--- src/rtl/crc_sram_scan_if.sv ---
// crc_sram_scan_if: job request/result and SRAM read-port signals of the CRC scanner
interface crc_sram_scan_if #(
  parameter int ADDR_WIDTH = 10,
  parameter int DATA_WIDTH = 32,
  parameter int NUM_WMASKS = 4
);
  logic                  start;
  logic [ADDR_WIDTH-1:0] base_addr;
  logic [ADDR_WIDTH:0]   len_words;
  logic                  busy;
  logic                  done;
  logic [31:0]           crc_out;
  logic                  sram_csb;
  logic                  sram_web;
  logic [NUM_WMASKS-1:0] sram_wmask;
  logic [ADDR_WIDTH-1:0] sram_addr;
  logic [DATA_WIDTH-1:0] sram_dout;
  modport master (
    output start, base_addr, len_words, sram_dout,
    input  busy, done, crc_out, sram_csb, sram_web, sram_wmask, sram_addr
  );
  modport slave (
    input  start, base_addr, len_words, sram_dout,
    output busy, done, crc_out, sram_csb, sram_web, sram_wmask, sram_addr
  );
endinterface

--- src/rtl/crc_sram_scan.sv ---
// crc_sram_scan: streams a block of SRAM words through a reflected CRC-32 and publishes the result
module crc32 #(
  parameter int WIDTH = 32
) (
  input  logic [WIDTH-1:0] data_in,
  input  logic [31:0]      init,
  output logic [31:0]      crc
);
  always_comb begin
    crc = init;
    for (int i = 0; i < WIDTH; i++) crc = (crc >> 1) ^ ((crc[0] ^ data_in[i]) ? 32'hEDB88320 : 32'h0);
  end
endmodule

module crc_sram_scan #(
  parameter int          ADDR_WIDTH = 10,
  parameter int          DATA_WIDTH = 32,
  parameter int          NUM_WMASKS = 4,
  parameter logic [31:0] CRC_INIT   = 32'hFFFFFFFF,
  parameter logic [31:0] CRC_XOROUT = 32'hFFFFFFFF
) (
  input logic            clk0,
  input logic            rst_n,
  crc_sram_scan_if.slave bus
);
  typedef enum logic [1:0] {IDLE, READ, DRAIN, DONE} state_t;
  state_t              state;
  logic [ADDR_WIDTH:0] remaining;
  logic                rd_vld;
  logic                drain_hold;
  logic [31:0]         crc_reg;
  logic [31:0]         crc_next;
  crc32 #(.WIDTH(DATA_WIDTH)) u_crc (.data_in(bus.sram_dout), .init(crc_reg), .crc(crc_next));
  assign bus.sram_web   = 1'b1;
  assign bus.sram_wmask = '0;
  // DRAIN always lasts two cycles: one to fold the last word (if any), one so done lands N+2 cycles after start
  always_ff @(posedge clk0 or negedge rst_n)
    if (!rst_n) begin
      state         <= IDLE;
      remaining     <= '0;
      rd_vld        <= 1'b0;
      drain_hold    <= 1'b0;
      crc_reg       <= '0;
      bus.busy      <= 1'b0;
      bus.done      <= 1'b0;
      bus.crc_out   <= '0;
      bus.sram_csb  <= 1'b1;
      bus.sram_addr <= '0;
    end else begin
      rd_vld   <= state == READ;
      bus.done <= 1'b0;
      if (rd_vld) crc_reg <= crc_next;
      case (state)
        IDLE: if (bus.start) begin
          bus.sram_addr <= bus.base_addr;
          remaining     <= bus.len_words;
          crc_reg       <= CRC_INIT;
          bus.busy      <= 1'b1;
          bus.sram_csb  <= bus.len_words == 0;
          drain_hold    <= 1'b0;
          state         <= bus.len_words == 0 ? DRAIN : READ;
        end
        READ: begin
          bus.sram_addr <= bus.sram_addr + 1'b1;
          remaining     <= remaining - 1'b1;
          if (remaining == 1) begin
            bus.sram_csb <= 1'b1;
            state        <= DRAIN;
          end
        end
        DRAIN: begin
          drain_hold <= 1'b1;
          if (drain_hold) begin
            bus.busy    <= 1'b0;
            bus.done    <= 1'b1;
            bus.crc_out <= crc_reg ^ CRC_XOROUT;
            state       <= DONE;
          end
        end
        default: state <= IDLE;
      endcase
    end
endmodule

--- src/flat_wrapper.sv ---
// flat-port wrapper written by rule: the top's interface ports become plain ports
module crc_sram_scan_flat 
#(
  parameter int          ADDR_WIDTH = 10,
  parameter int          DATA_WIDTH = 32,
  parameter int          NUM_WMASKS = 4,
  parameter logic [31:0] CRC_INIT   = 32'hFFFFFFFF,
  parameter logic [31:0] CRC_XOROUT = 32'hFFFFFFFF
)
  (clk0, rst_n, bus_start, bus_base_addr, bus_len_words, bus_sram_dout, bus_busy, bus_done, bus_crc_out, bus_sram_csb, bus_sram_web, bus_sram_wmask, bus_sram_addr);
  crc_sram_scan_if #(.ADDR_WIDTH(ADDR_WIDTH), .DATA_WIDTH(DATA_WIDTH), .NUM_WMASKS(NUM_WMASKS)) bus_i ();
  input logic clk0;
  input logic rst_n;
  input wire logic [$bits(bus_i.start)-1:0] bus_start;
  input wire logic [$bits(bus_i.base_addr)-1:0] bus_base_addr;
  input wire logic [$bits(bus_i.len_words)-1:0] bus_len_words;
  input wire logic [$bits(bus_i.sram_dout)-1:0] bus_sram_dout;
  output wire logic [$bits(bus_i.busy)-1:0] bus_busy;
  output wire logic [$bits(bus_i.done)-1:0] bus_done;
  output wire logic [$bits(bus_i.crc_out)-1:0] bus_crc_out;
  output wire logic [$bits(bus_i.sram_csb)-1:0] bus_sram_csb;
  output wire logic [$bits(bus_i.sram_web)-1:0] bus_sram_web;
  output wire logic [$bits(bus_i.sram_wmask)-1:0] bus_sram_wmask;
  output wire logic [$bits(bus_i.sram_addr)-1:0] bus_sram_addr;
  assign bus_i.start = bus_start;
  assign bus_i.base_addr = bus_base_addr;
  assign bus_i.len_words = bus_len_words;
  assign bus_i.sram_dout = bus_sram_dout;
  assign bus_busy = bus_i.busy;
  assign bus_done = bus_i.done;
  assign bus_crc_out = bus_i.crc_out;
  assign bus_sram_csb = bus_i.sram_csb;
  assign bus_sram_web = bus_i.sram_web;
  assign bus_sram_wmask = bus_i.sram_wmask;
  assign bus_sram_addr = bus_i.sram_addr;
  crc_sram_scan #(.ADDR_WIDTH(ADDR_WIDTH), .DATA_WIDTH(DATA_WIDTH), .NUM_WMASKS(NUM_WMASKS), .CRC_INIT(CRC_INIT), .CRC_XOROUT(CRC_XOROUT)) u_core (.clk0(clk0), .rst_n(rst_n), .bus(bus_i));
endmodule
--- config.mk ---
export PLATFORM = sky130hd
export DESIGN_NAME = crc_sram_scan_flat
export DESIGN_NICKNAME = d
export VERILOG_FILES = /design/src/rtl/crc_sram_scan_if.sv /design/src/rtl/crc_sram_scan.sv /design/src/flat_wrapper.sv
export SDC_FILE = /design/constraint.sdc
export NUM_CORES = 1
export LEC_CHECK = 0
export ABC_AREA = 1
export BUFFER_PORTS_ARGS = -buffer_cell sky130_fd_sc_hd__buf_2
export CAP_MARGIN = 10
export CORE_ASPECT_RATIO = 0.8
export CORE_UTILIZATION = 45
export CTS_CLUSTER_SIZE = 25
export DETAILED_ROUTE_END_ITERATION = 12
export MAX_ROUTING_LAYER = met4
export REMOVE_ABC_BUFFERS = 1
export SLEW_MARGIN = 20
export SYNTH_ARGS = -nofsm -noshare
export SYNTH_HDL_FRONTEND = slang
export SYNTH_HIERARCHICAL = 1
export SYNTH_SLANG_ARGS = --single-unit
--- constraint.sdc ---
create_clock -name clk0 -period 3.7 [get_ports clk0]
set_clock_uncertainty 0.1 [all_clocks]
set_input_delay 0.37 -clock clk0 [delete_from_list [all_inputs] [get_ports clk0]]
set_output_delay 0.37 -clock clk0 [all_outputs]
set_load 0.01 [all_outputs]
After elaboration in Yosys (flattened, before gate mapping)
Cells that the tools add are included.

Flip-flop bits (word level): 92. Bits of input ports: 56. Output and inout bits: 50. Word-level logic and storage cells: 147.

Add/subtract/negate cells: 2. Eq/ne operators: 6. Multiplexer cells: 54. Bitwise gates (word level): 65. Reductions and logical operators: 10.

Operators by type and width (number): 2-to-1 mux 32 bit (35); XOR 31 x 32 -> 32 bit (32); NOT 32 bit (1); XOR 1 bit (32); case mux 11 bit (2 select lines) (1); case mux 10 bit (2 select lines) (1); equality test 11 x 1 -> 1 bit (second input constant) (1); logical NOT 11 bit (1); 2-to-1 mux 11 bit (1); subtractor 11 x 1 -> 11 bit (second input constant) (1); adder 10 x 1 -> 10 bit (second input constant) (1); 2-to-1 mux 10 bit (1); AND reduction 3 bit (3); 2-to-1 mux 2 bit (4); 2-to-1 mux 1 bit (7); case mux 1 bit (2 select lines) (3); case mux 2 bit (3 select lines) (1); AND reduction 2 bit (3); != test 2 bit (second input constant) (2); nonzero test 2 bit (2); equality test 2 x 1 -> 1 bit (second input constant) (1); equality test 2 bit (second input constant) (1); logical NOT 2 bit (1); != test 2 x 1 -> 1 bit (second input constant) (1).

Depth between registers and ports, before layout
Word-level depth: 99. Gate-level depth with buffers: 31. Mapped depth without buffers: 31.

Modules after synthesis
Netlist, hierarchy kept.

By module, submodules not included: crc32 (times used 1, cells an instance 837, area each 4596.9 um^2, seq. area each 0.0 um^2); crc_sram_scan (times used 1, cells an instance 520, area each 4236.6 um^2, seq. area each 2303.5 um^2).

Worst setup path after synthesis
Ideal clock, no wire load.

Path kind: register to register. From: reg u_core.crc_reg[0]. To: reg u_core.crc_reg[27]. Library setup time: 138 ps. Data arrival time: 2671 ps. Data required time: 3462 ps. Path slack: 791 ps. Stages on the path, launching flop included: 27. Path buffers: 0. Clock period less this slack: 2909 ps. Cell sequence: dfrtp_1 > inv_1 > nand2_1 > nand2_2 > nand2_1 > nand2_2 > nand2_1 > nand2_1 > nand2_1 > nand2_2 > nand2_1 > nand2_1 > nand2_1 > nand2_4 > nand2_2 > nand2_4 > xor2_4 > xor2_2 > nand2_1 > nand2_2 > inv_2 > nand2_1 > nand2_1 > nand2_1 > nand2_1 > nand2_1 > nand3_1.

Longest elaborated chain between the ends: 45. Elaborated cells between the ends (all ways): 69. Those cells by class: 20 x mux; 49 x bitwise.

Ends and longest elaborated chain: start: declaration (line crc_sram_scan.sv:31) `logic [31:0] crc_reg;`; start signal: assignment (line crc_sram_scan.sv:52) `if (rd_vld) crc_reg <= crc_next;`; XOR 1 bit (*) (line crc_sram_scan.sv:11) `for (int i = 0; i < WIDTH; i++) crc = (crc >> 1) ^ ((crc[0] ^ data_in[i]) ? 32'hEDB88320 : 32'h0);`; 2-to-1 mux 32 bit (*) (line crc_sram_scan.sv:11); XOR 31 x 32 -> 32 bit (*) (6 in a row) (line crc_sram_scan.sv:11); XOR 1 bit or XOR 31 x 32 -> 32 bit (tied branches) (line crc_sram_scan.sv:11); 2-to-1 mux 32 bit or XOR 31 x 32 -> 32 bit (tied branches) (line crc_sram_scan.sv:11); XOR 31 x 32 -> 32 bit (*) (6 in a row) (line crc_sram_scan.sv:11); XOR 1 bit or XOR 31 x 32 -> 32 bit (tied branches) (line crc_sram_scan.sv:11); 2-to-1 mux 32 bit or XOR 31 x 32 -> 32 bit (tied branches) (line crc_sram_scan.sv:11); [... 8 more ...]; XOR 31 x 32 -> 32 bit (*) (9 in a row) (line crc_sram_scan.sv:11); XOR 1 bit or XOR 31 x 32 -> 32 bit (tied branches) (line crc_sram_scan.sv:11); 2-to-1 mux 32 bit, or another cell as far along (line crc_sram_scan.sv:11); XOR 31 x 32 -> 32 bit (*) (5 in a row) (line crc_sram_scan.sv:11); named net u_core.crc_next[27] (line crc_sram_scan.sv:32) `logic [31:0] crc_next;`; 2-to-1 mux 32 bit (*) (line crc_sram_scan.sv:52); 2-to-1 mux 32 bit (line crc_sram_scan.sv:54) `IDLE: if (bus.start) begin`; 2-to-1 mux 32 bit (*) (line crc_sram_scan.sv:53) `case (state)`.

The timed path passes the listed nets; every way through them passes the cells marked *. A chain may end at the register's enable or synchronous reset.

Final worst setup path
From: reg u_core.crc_reg[3]. To: reg u_core.crc_reg[19].

Longest elaborated chain between the ends: 45. Elaborated cells between the ends (all ways): 67. Those cells by class: 19 x mux; 48 x bitwise.

Ends and longest elaborated chain (line): XOR 31 x 32 -> 32 bit (*) (3 in a row) (crc_sram_scan.sv:11); XOR 1 bit (*) (crc_sram_scan.sv:11); 2-to-1 mux 32 bit (*) (crc_sram_scan.sv:11); XOR 31 x 32 -> 32 bit (*) (6 in a row) (crc_sram_scan.sv:11); XOR 1 bit or XOR 31 x 32 -> 32 bit (tied branches) (crc_sram_scan.sv:11); 2-to-1 mux 32 bit or XOR 31 x 32 -> 32 bit (tied branches) (crc_sram_scan.sv:11); XOR 31 x 32 -> 32 bit (*) (6 in a row) (crc_sram_scan.sv:11); XOR 1 bit or XOR 31 x 32 -> 32 bit (tied branches) (crc_sram_scan.sv:11); [... 9 more ...]; XOR 31 x 32 -> 32 bit (*) (6 in a row) (crc_sram_scan.sv:11); XOR 1 bit or XOR 31 x 32 -> 32 bit (tied branches) (crc_sram_scan.sv:11); 2-to-1 mux 32 bit or XOR 31 x 32 -> 32 bit (tied branches) (crc_sram_scan.sv:11); XOR 31 x 32 -> 32 bit (*) (5 in a row) (crc_sram_scan.sv:11); named net u_core.crc_next[19] (crc_sram_scan.sv:32); 2-to-1 mux 32 bit (*) (crc_sram_scan.sv:52); 2-to-1 mux 32 bit (crc_sram_scan.sv:54); 2-to-1 mux 32 bit (*) (crc_sram_scan.sv:53).

Marked as above.

==> flow_metrics.env <==
export IMPL_outcome="finished clean"
export IMPL_synth_area_mm2=0.00883
export IMPL_gp_congestion=0.988
export IMPL_rows=45
export IMPL_worst_r2r_path_depth=18
export IMPL_dp_hpwl_um=22500
export IMPL_drc=0
export IMPL_max_clock_freq_ghz=0.291
export IMPL_antenna_cells=0
export IMPL_startpoint_type="flip-flop"
export IMPL_path_max_fanout=7
export IMPL_yosys_warnings=6
export IMPL_drtIter0Drc=730
export IMPL_die_area_mm2=0.0202
export IMPL_synth_adder_area_share_pct=0.992
export IMPL_grt_max_degree=77
export IMPL_cts_tree="built"
export IMPL_period_minus_slack_ns=3.44
export IMPL_yosysSeqAreaShare_pct=26.1
export IMPL_arrival_ns=3.55
export IMPL_reg2reg_from="u_core/crc_reg[3]"
export IMPL_max_cap_viol_count=0
export IMPL_dp_slack_ns=0.106
export IMPL_chipWidth_um=159
export IMPL_track_usage_pct=28.9
export IMPL_setup_ws_ns=0.258
export IMPL_crit_path_cell_trace="xnor2_4 > buf_4 > xor2_2 > xor2_1 > xor2_1 > xor2_1 > xor2_2 > inv_1 > nand3_2 > nand2_4 > nand2_2 > nand2_4 > nand2_2 > nand2_2 > nand2_1 > nand2_1 > nand2_1 > nand3_1"
export IMPL_wl_per_cell_um=15.6
export IMPL_cts_sinks=92
export IMPL_post_synth_top_count_cell="nand2_1"
export IMPL_dr_pass1_iters=6
export IMPL_core_area_mm2=0.0191
export IMPL_synth_edf_count=0
export IMPL_fin_tns_setup_ns=0
export IMPL_cts_clk_slew_worst_paths_ns=0.07
export IMPL_htree_levels=3
export IMPL_synth_area_leaders="dfrtp_1 26%, nand2_1 23%, xor2_1 12%"
export IMPL_crit_family="XOR/XNOR gates"
export IMPL_seq_area_mm2=0.00231
export IMPL_syn_avg_cell_area_um2=6.51
export IMPL_num_vias=8821
export IMPL_ys_ff_latch=92
export IMPL_io_buffers=100
export IMPL_crit_start="u_core/crc_reg[3]"
export IMPL_cts_inserted_buffers=9
export IMPL_io_pins=106
export IMPL_grt_pass1_wl_um=43200
export IMPL_multi_input_area_mm2=0.00600
export IMPL_worst_pin_slew_ns=1.00
export IMPL_hold_violations=0
export IMPL_post_route_period_util_pct=93.0
export IMPL_setup_worst_path_class="flip-flop to flip-flop"
export IMPL_dp_cells=1732
export IMPL_clock_latency_ns=0.35
export IMPL_syn_to_final_growth_pct=17.9
export IMPL_muxShareOfSynthArea_pct=0
export IMPL_slew_headroom_pct=32.9
export IMPL_ant_nets=0
export IMPL_fillerInstances=1953
export IMPL_synth_top_family_by_area="simple AND/OR/NAND/NOR gates"
export IMPL_routed_wirelength_um=27500
export IMPL_die_h_um=127
export IMPL_crit_path_top_delay_cell="dfrtp_2"
export IMPL_initial_core_util_pct=46.3
export IMPL_yosys_area_top_type="dfrtp_1"
export IMPL_cp_depth=18
export IMPL_cp_slowest_stage_delay_ns=0.50
export IMPL_overflow=0
export IMPL_final_nets=1558
export IMPL_instances_no_fill=1758
export IMPL_synth_common_cells="534 x nand2_1, 135 x nand3_1, 123 x inv_1, 121 x xor2_1, 91 x dfrtp_1"
export IMPL_synth_top_area_share_pct=25.8
export IMPL_hp_class="primary input to asynchronous set/reset pin"
export IMPL_r2r_slack_ns=0.26
export IMPL_setup_viol=0
export IMPL_synthXorXnorAreaFrac_pct=17.3
export IMPL_final_max_slew_viol_count=0
export IMPL_ys_types=42
export IMPL_drive_gt1_share_pct=21.9
export IMPL_async_reset_ff_share_pct=100
export IMPL_cts_root_buffer="clkbuf_16"
export IMPL_clockBufferDepth=2
export IMPL_synthCells=1357
export IMPL_synth_simple_area_share_pct=42.8
export IMPL_synth_compound_area_share_pct=4.83
export IMPL_antenna_found_initial=0
export IMPL_post_route_util_pct=54.6
export IMPL_synthFlopType="dfrtp_1"
export IMPL_path_buf_inv=2
export IMPL_grt_pass1_vias=7881
export IMPL_worst_setup_path_end_kind="flip-flop"
export IMPL_required_ns=3.81
export IMPL_vias_per_cell=5.02
worst register-to-register path: stages, from the launching register on:
cell     delay [ns]
dfrtp_2        0.50
xnor2_4        0.28
buf_4          0.20
xor2_2         0.34
xor2_1         0.25
xor2_1         0.22
xor2_1         0.26
xor2_2         0.28
inv_1          0.09
nand3_2        0.14
nand2_4        0.10
nand2_2        0.12
nand2_4        0.08
nand2_2        0.07
nand2_2        0.05
nand2_1        0.05
nand2_1        0.06
nand2_1        0.07
nand3_1        0.07
layer usage:
metal  wire length (µm)  up-vias  track usage (%)
met2              11400      287             41.5
li1                   -     4452                -
met3               1630       21             2.20
met4                325        0             4.92
met1              14100     4061             44.4
met5                  0        -                -
repair_timing:
item | CTS | global route
resized for setup | 0 | 37
setup buffers | 0 | 10
endpoints found under the setup margin | 0 | 28
hold buffers | 0 | 0
layout make-up:
| class | count | area share, % |
|---|---|---|
| Inverter | 141 | 5.18 |
| Clock inverter | 6 | 0.685 |
| Sequential cell | 92 | 22.2 |
| Timing Repair Buffer | 156 | 9.10 |
| Multi-Input combinational cell | 1095 | 57.6 |
| Clock buffer | 10 | 2.20 |
| Tap cell | 258 | 3.10 |
cell families after synthesis:
logic type | after synthesis
compound gates | 80
other cells | 2
simple gates | 839
flops | 92
buf+inv | 173
fa+ha+maj | 7
xor+xnor | 164
placed cells by master (no fill, tap or decap), types with 34 or more instances in the layout:
cell type	n
nand2_1	524
nand3_1	134
inv_1	122
xor2_1	113
buf_2	99
dfrtp_1	86
nand2_2	62
o21ai_0	57
buf_4	55
nor2_1	51
xnor2_1	34
final timing paths:
| path | end |
|---|---|
| hold reg to reg | u_core/bus.sram_csb |
| min in group clk0 | u_core/bus.sram_addr[1] |
| hold / removal | u_core/remaining[8] |
| max in group asynchronous | u_core/crc_reg[28] |
| setup reg to reg | u_core/crc_reg[19] |
| setup / recovery | u_core/crc_reg[19] |
stage by stage:
stage          instance area [µm²]  hold WS (ns)
3_3_place_gp                  9880         0.356
6_report                     10400        0.0636
2_1_floorplan                 8680       -0.0256
3_5_place_dp                  9880         0.363
4_1_cts                      10200         0.109
5_1_grt                      10400         0.140
Power is left out: the tool's default activity adds up to more than one toggle a clock period on the data nets, which glitch-free logic cannot reach.
